[config.mk]
export PLATFORM = sky130hd
export DESIGN_NAME = ext_pipe
export DESIGN_NICKNAME = d
export VERILOG_FILES = /design/src/rtl/ext_pipe.sv
export SDC_FILE = /design/constraint.sdc
export NUM_CORES = 1
export LEC_CHECK = 0
export CAP_MARGIN = 25
export CORE_MARGIN = 8
export CORE_UTILIZATION = 47
export CTS_BUF_LIST = sky130_fd_sc_hd__clkbuf_16
export CTS_CLUSTER_DIAMETER = 150
export CTS_CLUSTER_SIZE = 25
export DETAILED_ROUTE_END_ITERATION = 7
export PLACE_DENSITY = 0.77
export SETUP_SLACK_MARGIN = 0.02
export SLEW_MARGIN = 20
export SYNTH_ARGS = -nofsm -noshare
export SYNTH_HDL_FRONTEND = slang
export SYNTH_SLANG_ARGS = --single-unit
[constraint.sdc]
create_clock -name clk -period 1.8 [get_ports clk]
set_clock_uncertainty 0.15 [all_clocks]
set_input_delay 0.27 -clock clk [delete_from_list [all_inputs] [get_ports clk]]
set_output_delay 0.27 -clock clk [all_outputs]
set_load 0.02 [all_outputs]
[src/rtl/ext_pipe.sv]
// Immediate / load-data extension unit with a 2-entry output buffer.
// The result is computed when an entry is accepted, and entries leave in order.
module ext_pipe #(
  parameter int IN_W  = 16,
  parameter int OUT_W = 32,
  parameter int OFF_W = $clog2(OUT_W / 8)
) (
  input  logic             clk,
  input  logic             reset_n,
  input  logic             flush,
  input  logic             in_valid,
  output logic             in_ready,
  input  logic [OUT_W-1:0] in_data,
  input  logic [OFF_W-1:0] in_off,
  input  logic [3:0]       in_mode,
  output logic             out_valid,
  input  logic             out_ready,
  output logic [OUT_W-1:0] out_data,
  output logic             out_err
);

  // Returns {result, err}; error entries always carry a zero result.
  function automatic logic [OUT_W:0] extend(input logic [OUT_W-1:0] d,
                                            input logic [OFF_W-1:0] off,
                                            input logic [3:0]       mode);
    logic [OUT_W-1:0] zx, sx, lane, bzx, bsx, hzx, hsx, res;
    logic             err;
    zx            = {OUT_W{1'b0}};
    zx[IN_W-1:0]  = d[IN_W-1:0];
    sx            = {OUT_W{d[IN_W-1]}};
    sx[IN_W-1:0]  = d[IN_W-1:0];
    lane          = d >> {off, 3'b000};
    bzx           = {OUT_W{1'b0}};
    bzx[7:0]      = lane[7:0];
    bsx           = {OUT_W{lane[7]}};
    bsx[7:0]      = lane[7:0];
    hzx           = {OUT_W{1'b0}};
    hzx[15:0]     = lane[15:0];
    hsx           = {OUT_W{lane[15]}};
    hsx[15:0]     = lane[15:0];
    res           = {OUT_W{1'b0}};
    err           = 1'b0;
    case (mode)
      4'd0: res = zx;
      4'd1: res = sx;
      4'd2: res = zx << (OUT_W - IN_W);
      4'd3: res = sx << 2;
      4'd4: res = bsx;
      4'd5: res = bzx;
      4'd6: begin
        if (off[0]) begin
          err = 1'b1;
        end else begin
          res = hsx;
        end
      end
      4'd7: begin
        if (off[0]) begin
          err = 1'b1;
        end else begin
          res = hzx;
        end
      end
      default: err = 1'b1;
    endcase
    return {res, err};
  endfunction

  logic [1:0]     cnt_q, cnt_d;
  logic [OUT_W:0] e0_q, e0_d, e1_q, e1_d;
  logic [OUT_W:0] new_s;
  logic           push_s, pop_s;

  assign in_ready  = reset_n & (cnt_q != 2'd2);
  assign out_valid = (cnt_q != 2'd0);
  assign push_s    = in_valid & in_ready & ~flush;
  assign pop_s     = out_valid & out_ready & ~flush;
  assign new_s     = extend(in_data, in_off, in_mode);
  assign out_data  = out_valid ? e0_q[OUT_W:1] : {OUT_W{1'b0}};
  assign out_err   = out_valid ? e0_q[0] : 1'b0;

  // Buffer next state: e0 is always the head entry, e1 the one behind it.
  always_comb begin
    cnt_d = cnt_q;
    e0_d  = e0_q;
    e1_d  = e1_q;
    if (flush) begin
      cnt_d = 2'd0;
    end else begin
      case (cnt_q)
        2'd0: begin
          if (push_s) begin
            e0_d  = new_s;
            cnt_d = 2'd1;
          end else begin
            cnt_d = 2'd0;
          end
        end
        2'd1: begin
          if (push_s && pop_s) begin
            e0_d = new_s;
          end else if (push_s) begin
            e1_d  = new_s;
            cnt_d = 2'd2;
          end else if (pop_s) begin
            cnt_d = 2'd0;
          end else begin
            cnt_d = 2'd1;
          end
        end
        2'd2: begin
          if (pop_s) begin
            e0_d  = e1_q;
            cnt_d = 2'd1;
          end else begin
            cnt_d = 2'd2;
          end
        end
        default: cnt_d = 2'd0;
      endcase
    end
  end

  // State registers; reset clears occupancy and storage and overrides flush.
  always_ff @(posedge clk) begin
    if (!reset_n) begin
      cnt_q <= 2'd0;
      e0_q  <= {(OUT_W + 1){1'b0}};
      e1_q  <= {(OUT_W + 1){1'b0}};
    end else begin
      cnt_q <= cnt_d;
      e0_q  <= e0_d;
      e1_q  <= e1_d;
    end
  end

endmodule

# After elaboration in Yosys (flattened, before gate mapping)
# Cells that the tools add are included.
# Widths: inputs -> output; s select.
[totals] ff_bits=68 in_bits=43 out_inout_bits=35 wordCells=53
[classes] n_eq_ne=14 n_shift=1 muxes=17 bitwise_logic=8 n_reduce_logical=10
[op_table] cell="$pmux 32 s8" n=1
[op_table] cell="$mux 33" n=3
[op_table] cell="$pmux 33 s3" n=1
[op_table] cell="$mux 32" n=2
[op_table] cell="$shr 32x5->16" n=1
[op_table] cell="$eq 4x3->1 const B" n=4
[op_table] cell="$mux 16" n=1
[op_table] cell="$ne 2x2->1 const B" n=5
[op_table] cell="$eq 4x2->1 const B" n=2
[op_table] cell="$mux 2" n=3
[op_table] cell="$pmux 2 s3" n=1
[op_table] cell="$reduce_or 6->1" n=1
[op_table] cell="$and 1x1->1" n=5
[op_table] cell="$reduce_and 5->1" n=1
[op_table] cell="$eq 4x1->1 const B" n=1
[op_table] cell="$logic_not 4->1" n=1
[op_table] cell="$mux 1" n=4
[op_table] cell="$reduce_and 4->1" n=1
[op_table] cell="$reduce_or 2->1" n=2
[op_table] cell="$not 1->1" n=3
[op_table] cell="$reduce_bool 3->1" n=1
[op_table] cell="$eq 2x1->1 const B" n=1
[op_table] cell="$eq 2x2->1 const B" n=1
[op_table] cell="$logic_not 2->1" n=1
[op_table] cell="other kinds (3)" n=3

# Longest topological paths before layout
[logic_depth] depth_word=7 depth_mapped=7

# Worst setup path before layout
# OpenSTA, ideal clock, no wires.
[synth_timing] kind="in2reg" startpoint="input in_off[0]" endpoint="register e1_q[10]" arrival_ns=1.611 t_required_ns=1.531 path_slack_ns=-0.080 stages=7 path_cell_list="buf_6 > mux4_2 > and2_1 > buf_6 > nand2b_4 > buf_6 > o221a_1"
[synth_via] elab_chain_len=3
[synth_rtl] element="start: declaration" line_no="14" source="input logic [OFF_W-1:0] in_off,"
[synth_rtl] element="$shr 32x5->16" line_no="32" source="lane = d >> {off, 3'b000};"
[synth_rtl] element="$mux 16 or $mux 32 (tied branches)" line_no="58, 51"
[synth_rtl] element="$pmux 32 s8 (*)" line_no="43" source="case (mode)"
[synth_rtl] element="end signal: assignment" line_no="129" source="e1_q <= {(OUT_W + 1){1'b0}};"
[synth_rtl] element="end: declaration" line_no="70" source="logic [OUT_W:0] e0_q, e0_d, e1_q, e1_d;"
# Mark *: on every way between the ends. The rest lies on a longest branch, timed or not.
# A chain may end at the register's enable or synchronous reset.

# Worst setup path after layout
[layout_timing] startpoint="register cnt_q[1]" endpoint="output out_data[16]"
[layout_via] elab_chain_len=2
[layout_rtl] element="start: declaration" line_no="69" source="logic [1:0] cnt_q, cnt_d;"
[layout_rtl] element="start signal: assignment" line_no="131" source="cnt_q <= cnt_d;"
[layout_rtl] element="$reduce_bool 2->1" line_no="75" source="assign out_valid = (cnt_q != 2'd0);"
[layout_rtl] element="$mux 32" line_no="79" source="assign out_data = out_valid ? e0_q[OUT_W:1] : {OUT_W{1'b0}};"
[layout_rtl] element="end: declaration" line_no="18" source="output logic [OUT_W-1:0] out_data,"
# No other way between the ends.

==> results.yml <==
outcome:
  status: "finished, violations left"
  violations: "setup timing"
timing:
  relSlewSlack: 0.580
  slew_viol_final: 0
  fin_crit_ps: 1850
  hold_ws_ps: 235
  tightest_slew_ps: 631
  timing.final.ws_setup_ps: -45.4
  grt_setup_unrepaired: "true"
  fin_crit_sh: 1.03
  fmax_mhz: 542
  setup_violations: 25
  final_hold_viol_count: 0
drt:
  drc: 0
  drtIter0Drc: 310
  antenna_left: 0
  wl_per_cell_um: 21.1
  vias: 4370
  vias_per_cell: 6.23
  dr.pass1.iters: 5
  wirelength_mm: 14.8
die:
  die_area_um2: 11400
  initial_utilization: 0.480
  io_pins: 78
  core_um2: 8090
  die_height_um: 107
  die_w_um: 107
  rows: 33
yosys:
  ys_async_sr_fraction: 0
  synth-edff-count: 0
  synth_cells: 461
  synth_area_um2: 3880
  ys_types: 47
  seq_area_frac_synth: 0.351
  avgSynthCellArea_um2: 8.42
  yosysWarnings: 0
  synth-main-ff-cell: "dfxtp_1"
  ys_ff_latch: 68
  ys_top_cells_by_area: "dfxtp_1 (35%), o21ai_0 (5.5%), and2_1 (5.5%), mux2i_1 (3.9%), a211oi_1 (3.7%)"
  synth.top_cell.area_share: 0.351
  synth_fp_nets: 504
  yosysTopAreaCell: "dfxtp_1"
setup_path:
  ff2ff_path_depth: 8
  crit_family: "simple AND/OR/NAND/NOR gates"
  crit_arrival_ps: 1430
  cp.required_ps: 1380
  cp_max_fo: 16
  r2r_start: "cnt_q[0]"
  crit_path_start: "cnt_q[1]"
  crit_chain: "or2_4, buf_12, and2_1, buf_2"
  path_class: "flop to output port"
  endpoint_kind: "output port"
  crit_path_start_kind: "flop"
  cpPeakStageDelay_ps: 320
  reg2reg_slack_ps: -40
  timing.rr.end: "e0_q[21]"
  critPathBufInv: 2
  cp_slowest_cell: "dfxtp_2"
cells_and_area:
  n_antenna_cell: 0
  layout.nets: 635
  syn_to_final_growth_pct: 53.9
  layout-drive-gt1-share: 0.372
  layout_common_cells: "dfxtp_1 (66), buf_4 (62), o21ai_0 (34)"
  final_common_cell: "dfxtp_1"
clock_tree:
  path_clk_slew_ps: 60
  clk_path_buf_depth: 2
  cts_num_sinks: 68
  root_buffer: "clkbuf_16"
  clkLatencyLatePin_ps: 340
  cts_tree: "done"
  cts_buffers: 9
  ctsHtreeMaxLevel: 3
  cts_hold_buf: 0
global_routing:
  grt_first_pass_wirelength_mm: 21.9
  grt-ovfl-total: 0
  antenna_found_initial: 0
  grt_use_total: 0.241
  grt_max_degree: 63
  grt_pass1_vias: 4294
placed_design:
  hpwl_mm: 9.24
  place_congestion: 0.909
  io_buffers: 77
min_path:
  hold_class: "input port to flop"
  holdPathStages: 3
  min_to: "cnt_q[0]"
  hold_start: "reset_n"
job:
  drv_cap: 0
power_and_ir_drop:
  ir_worst_vdd_v: 0.000597
  finalPower_uw: 3920
  power.leakage_uw: 0.00246
  power_density_nw_per_um2: 657
==> timing repair <==
action / in CTS / in global routing
setup endpoints to repair: 100 / 98
gates resized for setup: 200 / 82
gates cloned: 3 / 4
buffers inserted: 7 / 4
pin swaps: 12 / 22
==> how the worst max path moves through the flow <==
stage                         endpoint  slack [ps]  depth (start not counted)
final                     out_data[16]         -50                          4
after global routing          e0_q[21]         -90                          8
after CTS                     e0_q[16]         -30                          7
after detailed placement      e0_q[24]        -520                          6
after global placement        e0_q[18]        -500                          6
after floorplan               e1_q[10]         -50                          7
==> area by class of cell <==
type                            count  area, um^2
Clock buffer                        9         225
Clock inverter                      6        40.0
Fill cell                         569        2120
Inverter                            9        33.8
Multi-Input combinational cell    335        2510
Sequential cell                    68        1360
Tap cell                          105         131
Timing Repair Buffer              169        1670
==> report_power, final <==
part,leakage [uW],switching [uW],total (uW),internal (uW)
clock,0.000123,704,1630,924
sequential,0.000550,14.7,1540,1530
combinational,0.00178,380,750,370
total,0.00246,1100,3920,2820
==> metal layers <==
metal / global-route usage / up-vias / routed length (um)
li1: - / 1988 / -
met1: 0.282 / 2100 / 5640
met2: 0.406 / 230 / 7500
met3: 0.0462 / 50 / 1100
met4: 0.127 / 2 / 500
met5: 0.0268 / - / 33
==> registers in the layout, indices dropped and copies added, names as in the netlist <==
signal / count
e0_q: 33
e1_q: 33
cnt_q: 2
==> cell usage after synthesis, drive strengths merged, types with 8 or more instances <==
master and n:
dfxtp 68, o21ai 48, clkbuf 35, and2 34
a211oi 29, a21oi 28, nand3 24, o22ai 21
nor2 20, mux2i 15, a22oi 14, buf 14
nand2 14, nor2b 11, o211ai 11, a32o 9
and3 9, inv 9, nand2b 9, o221a 8
==> worst reg2reg max path: stages, from the launching register on <==
cell       delay (ps)
dfxtp_2           320
buf_6             120
nor4bb_2          270
buf_4             170
o31ai_4            80
buf_6             160
clkbuf_16         180
a22oi_1           160
o22ai_1           100
==> through the flow <==
stage          std cells  TNS (ps)   util  area [um^2]  setup WS [ps]
5_1_grt              701     -2070  0.738         5970          -89.3
3_5_place_dp         669    -32250  0.646         5230           -519
6_report             701      -380  0.738         5970          -45.4
3_3_place_gp         669    -30040  0.646         5230           -499
2_1_floorplan        461      -719      -         3890          -50.2
4_1_cts              694      -162  0.695         5630          -25.7
==> cell families (layout without fill, tap and decap cells) <==
| family | after synthesis | in the layout | synth area share |
|---|---|---|---|
| DFF | 68 | 68 | 0.351 |
| and+or+nand+nor | 139 | 139 | 0.211 |
| buffers and inverters | 58 | 193 | 0.0683 |
| muxes | 20 | 20 | 0.0561 |
| AOI/OAI and AO/OA | 176 | 176 | 0.314 |
(Power assumes the default switching activity.)
